`config.mk`:
```
export PLATFORM = sky130hd
export DESIGN_NAME = pipe_ctrl_n
export DESIGN_NICKNAME = d
export VERILOG_FILES = /design/src/rtl/pipe_ctrl_n_pkg.sv /design/src/rtl/pipe_ctrl_n_stall_decode.sv /design/src/rtl/pipe_ctrl_n.sv
export SDC_FILE = /design/constraint.sdc
export NUM_CORES = 1
export LEC_CHECK = 0
export BUFFER_PORTS_ARGS = -buffer_cell sky130_fd_sc_hd__buf_2
export CAP_MARGIN = 10
export CORE_MARGIN = 3
export CORE_UTILIZATION = 47
export CTS_BUF_LIST = sky130_fd_sc_hd__clkbuf_8
export CTS_CLUSTER_DIAMETER = 40
export CTS_CLUSTER_SIZE = 14
export DETAILED_ROUTE_END_ITERATION = 8
export HOLD_SLACK_MARGIN = 0.06
export PLACE_DENSITY = 0.85
export SLEW_MARGIN = 20
export SYNTH_ARGS = -nofsm -noshare
export SYNTH_HDL_FRONTEND = slang
export SYNTH_SLANG_ARGS = --single-unit
```
`constraint.sdc`:
```
create_clock -name clk -period 5.3 [get_ports clk]
set_input_delay 0 -clock clk [delete_from_list [all_inputs] [get_ports clk]]
set_output_delay 0 -clock clk [all_outputs]
set_load 0.03 [all_outputs]
```
`src/rtl/pipe_ctrl_n_pkg.sv`:
```
// Shared constants for the pipeline hazard controller: exception codes,
// FSM state encodings and the common stop/reset levels.
package pipe_ctrl_n_pkg;

   // Exception code that returns from an exception handler via EPC
   localparam logic [31:0] EXC_ERET = 32'h0000_000e;

   // FSM state encodings, kept as plain constants for older tooling
   localparam logic [0:0] PCTRL_RUN   = 1'b0;
   localparam logic [0:0] PCTRL_DRAIN = 1'b1;

   // Level that freezes a stage and level that asserts reset
   localparam logic STOP       = 1'b1;
   localparam logic RST_ENABLE = 1'b1;

   // True when the exception code requests a return to EPC
   function automatic logic is_eret(input logic [31:0] code);
      return code == EXC_ERET;
   endfunction

endpackage

```
`src/rtl/pipe_ctrl_n_stall_decode.sv`:
```
// Priority stall decode: the highest requesting stage and every stage in
// front of it are frozen, so younger instructions never overrun an older one.
module stall_decode
   import pipe_ctrl_n_pkg::*;
#(
   parameter int NUM_STAGES = 6
) (
   input  logic [NUM_STAGES-1:0] stallreq,
   output logic [NUM_STAGES-1:0] stall
);

   // Bit 0 is the PC register, which never requests a stall itself
   logic unused_pc_req;
   assign unused_pc_req = stallreq[0];

   // A stage stalls when it or any later stage (index >= 1) requests a stall
   always_comb begin
      logic any_req;
      stall   = '0;
      any_req = 1'b0;
      for (int i = NUM_STAGES - 1; i >= 1; i--) begin
         any_req  = any_req | stallreq[i];
         stall[i] = any_req ? STOP : 1'b0;
      end
      stall[0] = any_req ? STOP : 1'b0;
   end

endmodule

```
`src/rtl/pipe_ctrl_n.sv`:
```
// Pipeline hazard controller: merges per-stage stall requests into the
// stall vector, flushes and redirects on exceptions/ERET, masks exceptions
// for a few drain cycles after a flush, supports a debug freeze, and keeps
// a stall watchdog plus a saturating stall-cycle counter.
module pipe_ctrl_n
   import pipe_ctrl_n_pkg::*;
#(
   parameter int                NUM_STAGES    = 6,
   parameter int                ADDR_W        = 32,
   parameter logic [ADDR_W-1:0] EXC_VECTOR    = 32'h0000_0020,
   parameter int                DRAIN_CYCLES  = 2,
   parameter int                STALL_TIMEOUT = 64,
   parameter int                CNT_W         = 32
) (
   input  logic                  clk,
   input  logic                  rst,
   input  logic [NUM_STAGES-1:0] stallreq,
   input  logic                  dbg_halt,
   input  logic [31:0]           excepttype,
   input  logic [ADDR_W-1:0]     cp0_epc,
   output logic [NUM_STAGES-1:0] stall,
   output logic                  flush,
   output logic [ADDR_W-1:0]     new_pc,
   output logic                  stall_timeout,
   output logic [CNT_W-1:0]      stall_cycles
);

   localparam int DRAIN_W = (DRAIN_CYCLES < 2) ? 1 : $clog2(DRAIN_CYCLES + 1);
   localparam int SC_W    = $clog2(STALL_TIMEOUT + 1);

   logic [0:0]            state;
   logic [DRAIN_W-1:0]    drain_cnt;
   logic [SC_W-1:0]       stall_cnt;
   logic [NUM_STAGES-1:0] req_vec;
   logic                  exc_take;
   logic                  req_stall;

   stall_decode #(
      .NUM_STAGES (NUM_STAGES)
   ) u_stall_decode (
      .stallreq (stallreq),
      .stall    (req_vec)
   );

   assign exc_take = (rst != RST_ENABLE) && (state == PCTRL_RUN) && (excepttype != 32'h0);

   // Output priority: reset, then exception flush, then debug freeze, then requests
   always_comb begin
      stall  = '0;
      flush  = 1'b0;
      new_pc = '0;
      if (rst == RST_ENABLE) begin
         stall = '0;
      end else if (exc_take) begin
         flush  = 1'b1;
         new_pc = is_eret(excepttype) ? cp0_epc : EXC_VECTOR;
      end else if (dbg_halt) begin
         stall = {NUM_STAGES{STOP}};
      end else begin
         stall = req_vec;
      end
   end

   // Only stalls caused by stage requests count toward watchdog and perf counter
   assign req_stall = (stall != '0) && !dbg_halt && !flush;

   // Flush/drain FSM: after a flush, exceptions are dropped for DRAIN_CYCLES cycles
   always_ff @(posedge clk) begin
      if (rst == RST_ENABLE) begin
         state     <= PCTRL_RUN;
         drain_cnt <= '0;
      end else begin
         case (state)
            PCTRL_RUN: begin
               if (exc_take) begin
                  state     <= PCTRL_DRAIN;
                  drain_cnt <= DRAIN_W'(DRAIN_CYCLES - 1);
               end
            end
            default: begin
               if (drain_cnt == '0) begin
                  state <= PCTRL_RUN;
               end else begin
                  drain_cnt <= drain_cnt - 1'b1;
               end
            end
         endcase
      end
   end

   // Watchdog: count consecutive request stalls and latch a sticky timeout flag
   always_ff @(posedge clk) begin
      if (rst == RST_ENABLE) begin
         stall_cnt     <= '0;
         stall_timeout <= 1'b0;
      end else if (req_stall) begin
         if (stall_cnt != SC_W'(STALL_TIMEOUT)) begin
            stall_cnt <= stall_cnt + 1'b1;
         end
         if (stall_cnt == SC_W'(STALL_TIMEOUT - 1)) begin
            stall_timeout <= 1'b1;
         end
      end else begin
         stall_cnt <= '0;
      end
   end

   // Performance counter of request-stall cycles, saturating at all ones
   always_ff @(posedge clk) begin
      if (rst == RST_ENABLE) begin
         stall_cycles <= '0;
      end else if (req_stall && (stall_cycles != '1)) begin
         stall_cycles <= stall_cycles + 1'b1;
      end
   end

endmodule

```
# After elaboration in Yosys (flattened, before gate mapping)
# Cells that the tools add are included.
totals:
  reg_bits: 43
  out_inout_bits: 72
classes:
  add_sub_neg: 3
  eq_ne: 5
  n_mux: 18
  n_bitwise: 7
  reduce_logical: 14
op_table:
  columns: ["cell", "count"]
  rows:
  - ["$mux 32", 3]
  - ["$add 32x1->32 const B", 1]
  - ["$eq 32x4->1 const B", 1]
  - ["$ne 32x32->1 const B", 1]
  - ["$reduce_bool 32->1", 1]
  - ["$mux 6", 3]
  - ["$mux 1", 9]
  - ["$add 7x1->7 const B", 1]
  - ["$eq 7x6->1 const B", 1]
  - ["$ne 7x7->1 const B", 1]
  - ["$mux 2", 3]
  - ["$reduce_bool 6->1", 1]
  - ["$logic_and 1x1->1", 5]
  - ["$or 1x1->1", 4]
  - ["$reduce_and 2->1", 2]
  - ["$not 1->1", 3]
  - ["$logic_not 1->1", 2]
  - ["$logic_not 2->1", 1]
  - ["$ne 2x2->1 const B", 1]
  - ["$reduce_bool 2->1", 1]
  - ["$reduce_or 2->1", 1]
  - ["$sub 2x1->2 const B", 1]

# Logic depth before layout (Yosys ltp)
logic_depth:
  depth_word: 13
  ltp_mapped: 8

# Hierarchy
# From an unflattened synthesis, not the netlist that was laid out.
unflattened:
  cells_unflattened: 314
  area_unflattened_um2: 2469.9
by_module_without_submodules:
  columns: ["module", "instances", "cells_per_inst", "area_per_inst_um2"]
  rows:
  - ["pipe_ctrl_n", 1, 308, 2424.8]
  - ["stall_decode", 1, 6, 45.0]

# Worst setup path after synthesis
# No wires, ideal clock.
synth_timing:
  path_kind: "register to register"
  startpoint: "register stall_cycles[0]"
  endpoint: "register stall_cycles[12]"
  setup_time_ns: 0.123
  arrival_ns: 2.172
  required_ns: 5.177
  path_slack_ns: 3.005
  stages_incl_launch_ff: 9
  n_path_buf: 1
  synth_period_minus_slack_ns: 2.295
  path_cell_list: "dfxtp_1 -> ha_1 -> nand3_1 -> nor4b_1 -> nand2_1 -> and3_1 -> buf_2 -> nand4_1 -> mux2_1"
synth_between:
  elab_chain_len: 2
  elab_cells_between_ends: 3
  classes_between: "1 x add/sub; 1 x eq/ne; 1 x reduce/logical"
synth_lines:
  columns: ["element", "line_no", "source"]
  rows:
  - ["start, declared", "pipe_ctrl_n.sv:25", "output logic [CNT_W-1:0] stall_cycles"]
  - ["start signal, assigned", "pipe_ctrl_n.sv:113", "stall_cycles <= stall_cycles + 1'b1;"]
  - ["parallel branches: the longest is 2 deep, another holds $add 32x1->32", null, null]
# Parallel ways; which one is timed is not known.
# A chain may end at the register's enable or synchronous reset.

# Final worst setup path
layout_timing:
  startpoint: "input excepttype[13]"
  endpoint: "register stall_cycles[31]"
layout_between:
  elab_chain_len: 8
  elab_cells_between_ends: 11
  classes_between: "4 x mux; 7 x reduce/logical"
layout_lines:
  columns: ["element", "line_no", "source"]
  rows:
  - ["start, declared", "pipe_ctrl_n.sv:19", "input logic [31:0] excepttype,"]
  - ["$reduce_bool 32->1 (*)", "pipe_ctrl_n.sv:45", "assign exc_take = (rst != RST_ENABLE) && (state == PCTRL_RUN) && (excepttype != 32'h0);"]
  - ["$logic_and 1x1->1 (*)", "pipe_ctrl_n.sv:45", null]
  - ["$mux 6", "pipe_ctrl_n.sv:54", "end else if (exc_take) begin"]
  - ["$mux 6", "pipe_ctrl_n.sv:52", "if (rst == RST_ENABLE) begin"]
  - ["$reduce_bool 6->1", "pipe_ctrl_n.sv:65", "assign req_stall = (stall != '0) && !dbg_halt && !flush;"]
  - ["$logic_and 1x1->1", "pipe_ctrl_n.sv:65", null]
  - ["$logic_and 1x1->1 (*)", "pipe_ctrl_n.sv:65", null]
  - ["$logic_and 1x1->1 (*)", "pipe_ctrl_n.sv:112", "end else if (req_stall && (stall_cycles != '1)) begin"]
# Every way passes the cells marked *; elsewhere a longest branch is shown, timed or not.

==> metrics <==
Pint=543 uW; DRC errors left=0; row count=26; Inserted Clock Buffers=5; antenna viol nets, final=0; Leak Pwr=0.00157 uW; post-cts resize count=0; Synth cell types=45; crit path capture type=flop; share of cells above drive strength 1=36.8%; port bufs=about 140; Sequential Power Share=47.1%; die span in x=~80 um; TritonRoute pass-1 iters=4; unrepaired setup endpoints after global routing=false; clock skew=0.00771 ns; post-synthesis instance total=317; Core ar.=0.00514 mm^2; register area=861 um^2; Final setup viols=0; Area Growth Syn to Fin=34.8%; critical path cell sequence=buf_2 -> nor4_1 -> nand4_1 -> o31ai_4 -> nand4_1 -> or4b_1 -> a21oi_1; hold buffers post-CTS=0; # fillers=445; Synth Net Count=394; register bit total from synthesis=43; FFs w/ async S/R, synth=0%; WP data required=5.53 ns; Peak VDD IR=0.221 mV; fmax=between 400 and 500 MHz; final hold violations=0; maxcap violations=0; Via density=5.22; CP most frequent cell=nand4_1; Ports=145; outcome=completed; Clk pwr share=42.5%; Post-DP Area=0.00326 mm^2; starting density of the core=49.0%; drt initial violations=175; Post-Layout Cell Count=~520; Largest stage delay, worst path=0.69 ns; setup repair bufs after CTS=0; Avg Cell Area, Syn=7.95 um^2; switching power=155 uW; grt total ovfl=0; CP Class=input pin to flop; WP buf/inv=1; global-route wire length before repair=around 11000 um; min-delay worst type=input pin to flop; crit path launch type=input pin; Final Instance Area=0.00339 mm^2; largest net degree at the start of global routing=51; Slew HR=between 40% and 50%; final setup TNS=0 ns; wirelength, routed=7120 um; Slowest cell on crit path=o31ai_4; initial antenna violation count=0; Post-synth top cells=44 x nor2_1, 43 x dfxtp_1, 31 x and2_1, 17 x a21oi_1, 16 x nand4_1; Worst R2R Setup Slack=2.91 ns; Least-Margin Pin Slew=0.876 ns; Clock Sink Count=between 40 and 50; Synth top area share=34.2%; Max Buffers Root-to-Sink=2; die area=0.00627 mm^2; placed insts=516; Final nets=530; top-count cell post-synth=nor2_1; Cell Area, Synth=0.00252 mm^2; H-tree Lvls=2; power per standard cell area=206 mW/mm^2; Final period util=45.3%; Post-synth EDFFs=0; Clock transition at path regs=0.08 ns; root buffer cell=clkbuf_8; WL/cell=13.6 um; global-route usage over all layers=21.9%; YS warnings=0; switch share=22.2%; Top delay family on crit path=simple AND/OR/NAND/NOR gates; footprint of the multi-input gates=0.00156 mm^2; vias in the first global route=2467; vias=2737; CTS tree=built; ys flop type=dfxtp_1; global placer's final weighted congestion=0.803; CP Max Fanout=15; Die Ht=79.2 um; Tmin final=2.40 ns; area leader, netlist=dfxtp_1; fin. max-slew vios=0; leading cell types by total area after synthesis=dfxtp_1 34%, and2_1 7.7%, nor2_1 6.6%; number of diodes=0; logic gate share of total power=around a tenth; worst-skew pair later-pin latency=0.30 ns; sequential-to-total area share from yosys stat=34.2%; Final HPWL DP=5420 um; CP arrival=roughly 2.6 ns
==> final cells by class <==
cell class	count	share of cell area [%]
Tap cell	70	2.58
Timing Repair Buffer	143	21.1
Sequential cell	43	25.4
Clock inverter	3	1.88
Multi-Input combinational cell	249	45.9
Inverter	11	1.22
Clock buffer	5	2.03
==> per-stage QoR <==
step / utilization [%] / hold slack, ns / total power, uW / setup slack [ns]
2_1_floorplan: - / 0.199 / 373 / 3.01
3_3_place_gp: 63.3 / 0.351 / 406 / 2.73
3_5_place_dp: 63.3 / 0.349 / 408 / 2.65
4_1_cts: 65.9 / 0.188 / 699 / 2.94
5_1_grt: 66.0 / 0.225 / 720 / 2.67
6_report: 66.0 / 0.206 / 698 / 2.90
==> tightest hold or removal path: cells and delay by family <==
family                 cells  cell delay (ns)
AND/OR/NAND/NOR            3             0.33
buffers and inverters      1             0.13
==> state kept, by name (all words and copies together), names as in the netlist <==
name / cells
stall_cnt: 7
stall_timeout: 1
state: 1
stall_cycles: 32
drain_cnt: 2
==> cells by family (layout without fill, tap and decap cells) <==
kind of cell	after synthesis	count (layout)	synth area share [%]
simple gates	186	186	41.9
xor+xnor	11	11	3.83
buf+inv	25	162	4.47
mux	10	10	4.37
compound gates	38	38	9.24
fa+ha+maj	4	4	1.99
flops	43	43	34.2
==> placed cells by master (no fill, tap or decap), types with 3 or more instances in the layout <==
cell type | netlist | routed
nor4_1 | 8 | 8
or4_1 | 4 | 4
nand2b_1 | 5 | 5
or3_1 | 9 | 9
mux2_2 | 6 | 6
o21ai_0 | 12 | 12
nor3_1 | 7 | 6
buf_2 | 3 | 143
nor2_1 | 44 | 44
and2_1 | 31 | 31
nand3b_1 | 3 | 3
xor2_1 | 5 | 5
dfxtp_1 | 43 | 43
nand4_1 | 16 | 16
nor4_2 | 4 | 4
ha_1 | 4 | 4
and3_1 | 5 | 5
nand3_1 | 15 | 15
inv_1 | 11 | 12
a21oi_1 | 17 | 17
clkbuf_8 | 0 | 5
nand2_1 | 15 | 15
nor2b_1 | 10 | 10
xnor2_1 | 6 | 6
==> power by group through the flow <==
stage	sequential [uW]	combinational, uW	clock [uW]
after floorplan	337	36.2	0
after global placement	336	69.7	0
after detailed placement	336	71.3	0
after CTS	329	71.9	298
after global routing	329	80.1	311
final	329	72.4	297
==> final timing paths <==
path,startpoint,endpoint,cells after the start
worst max-delay path,excepttype[13],stall_cycles[31],7
worst min-delay path,dbg_halt,stall_cnt[6],4
worst max register to register,stall_cycles[15],stall_cycles[31],6
worst min register to register,stall_timeout,stall_timeout,2
==> per-layer routing <==
layer	track usage (%)	vias up	routed length (um)
met2	34.3	84	3360
met3	6.01	6	473
li1	-	1389	-
met4	3.61	0	39
met5	0	-	0
met1	30.6	1258	3250
Note: power is estimated with default switching activity, not from simulation.
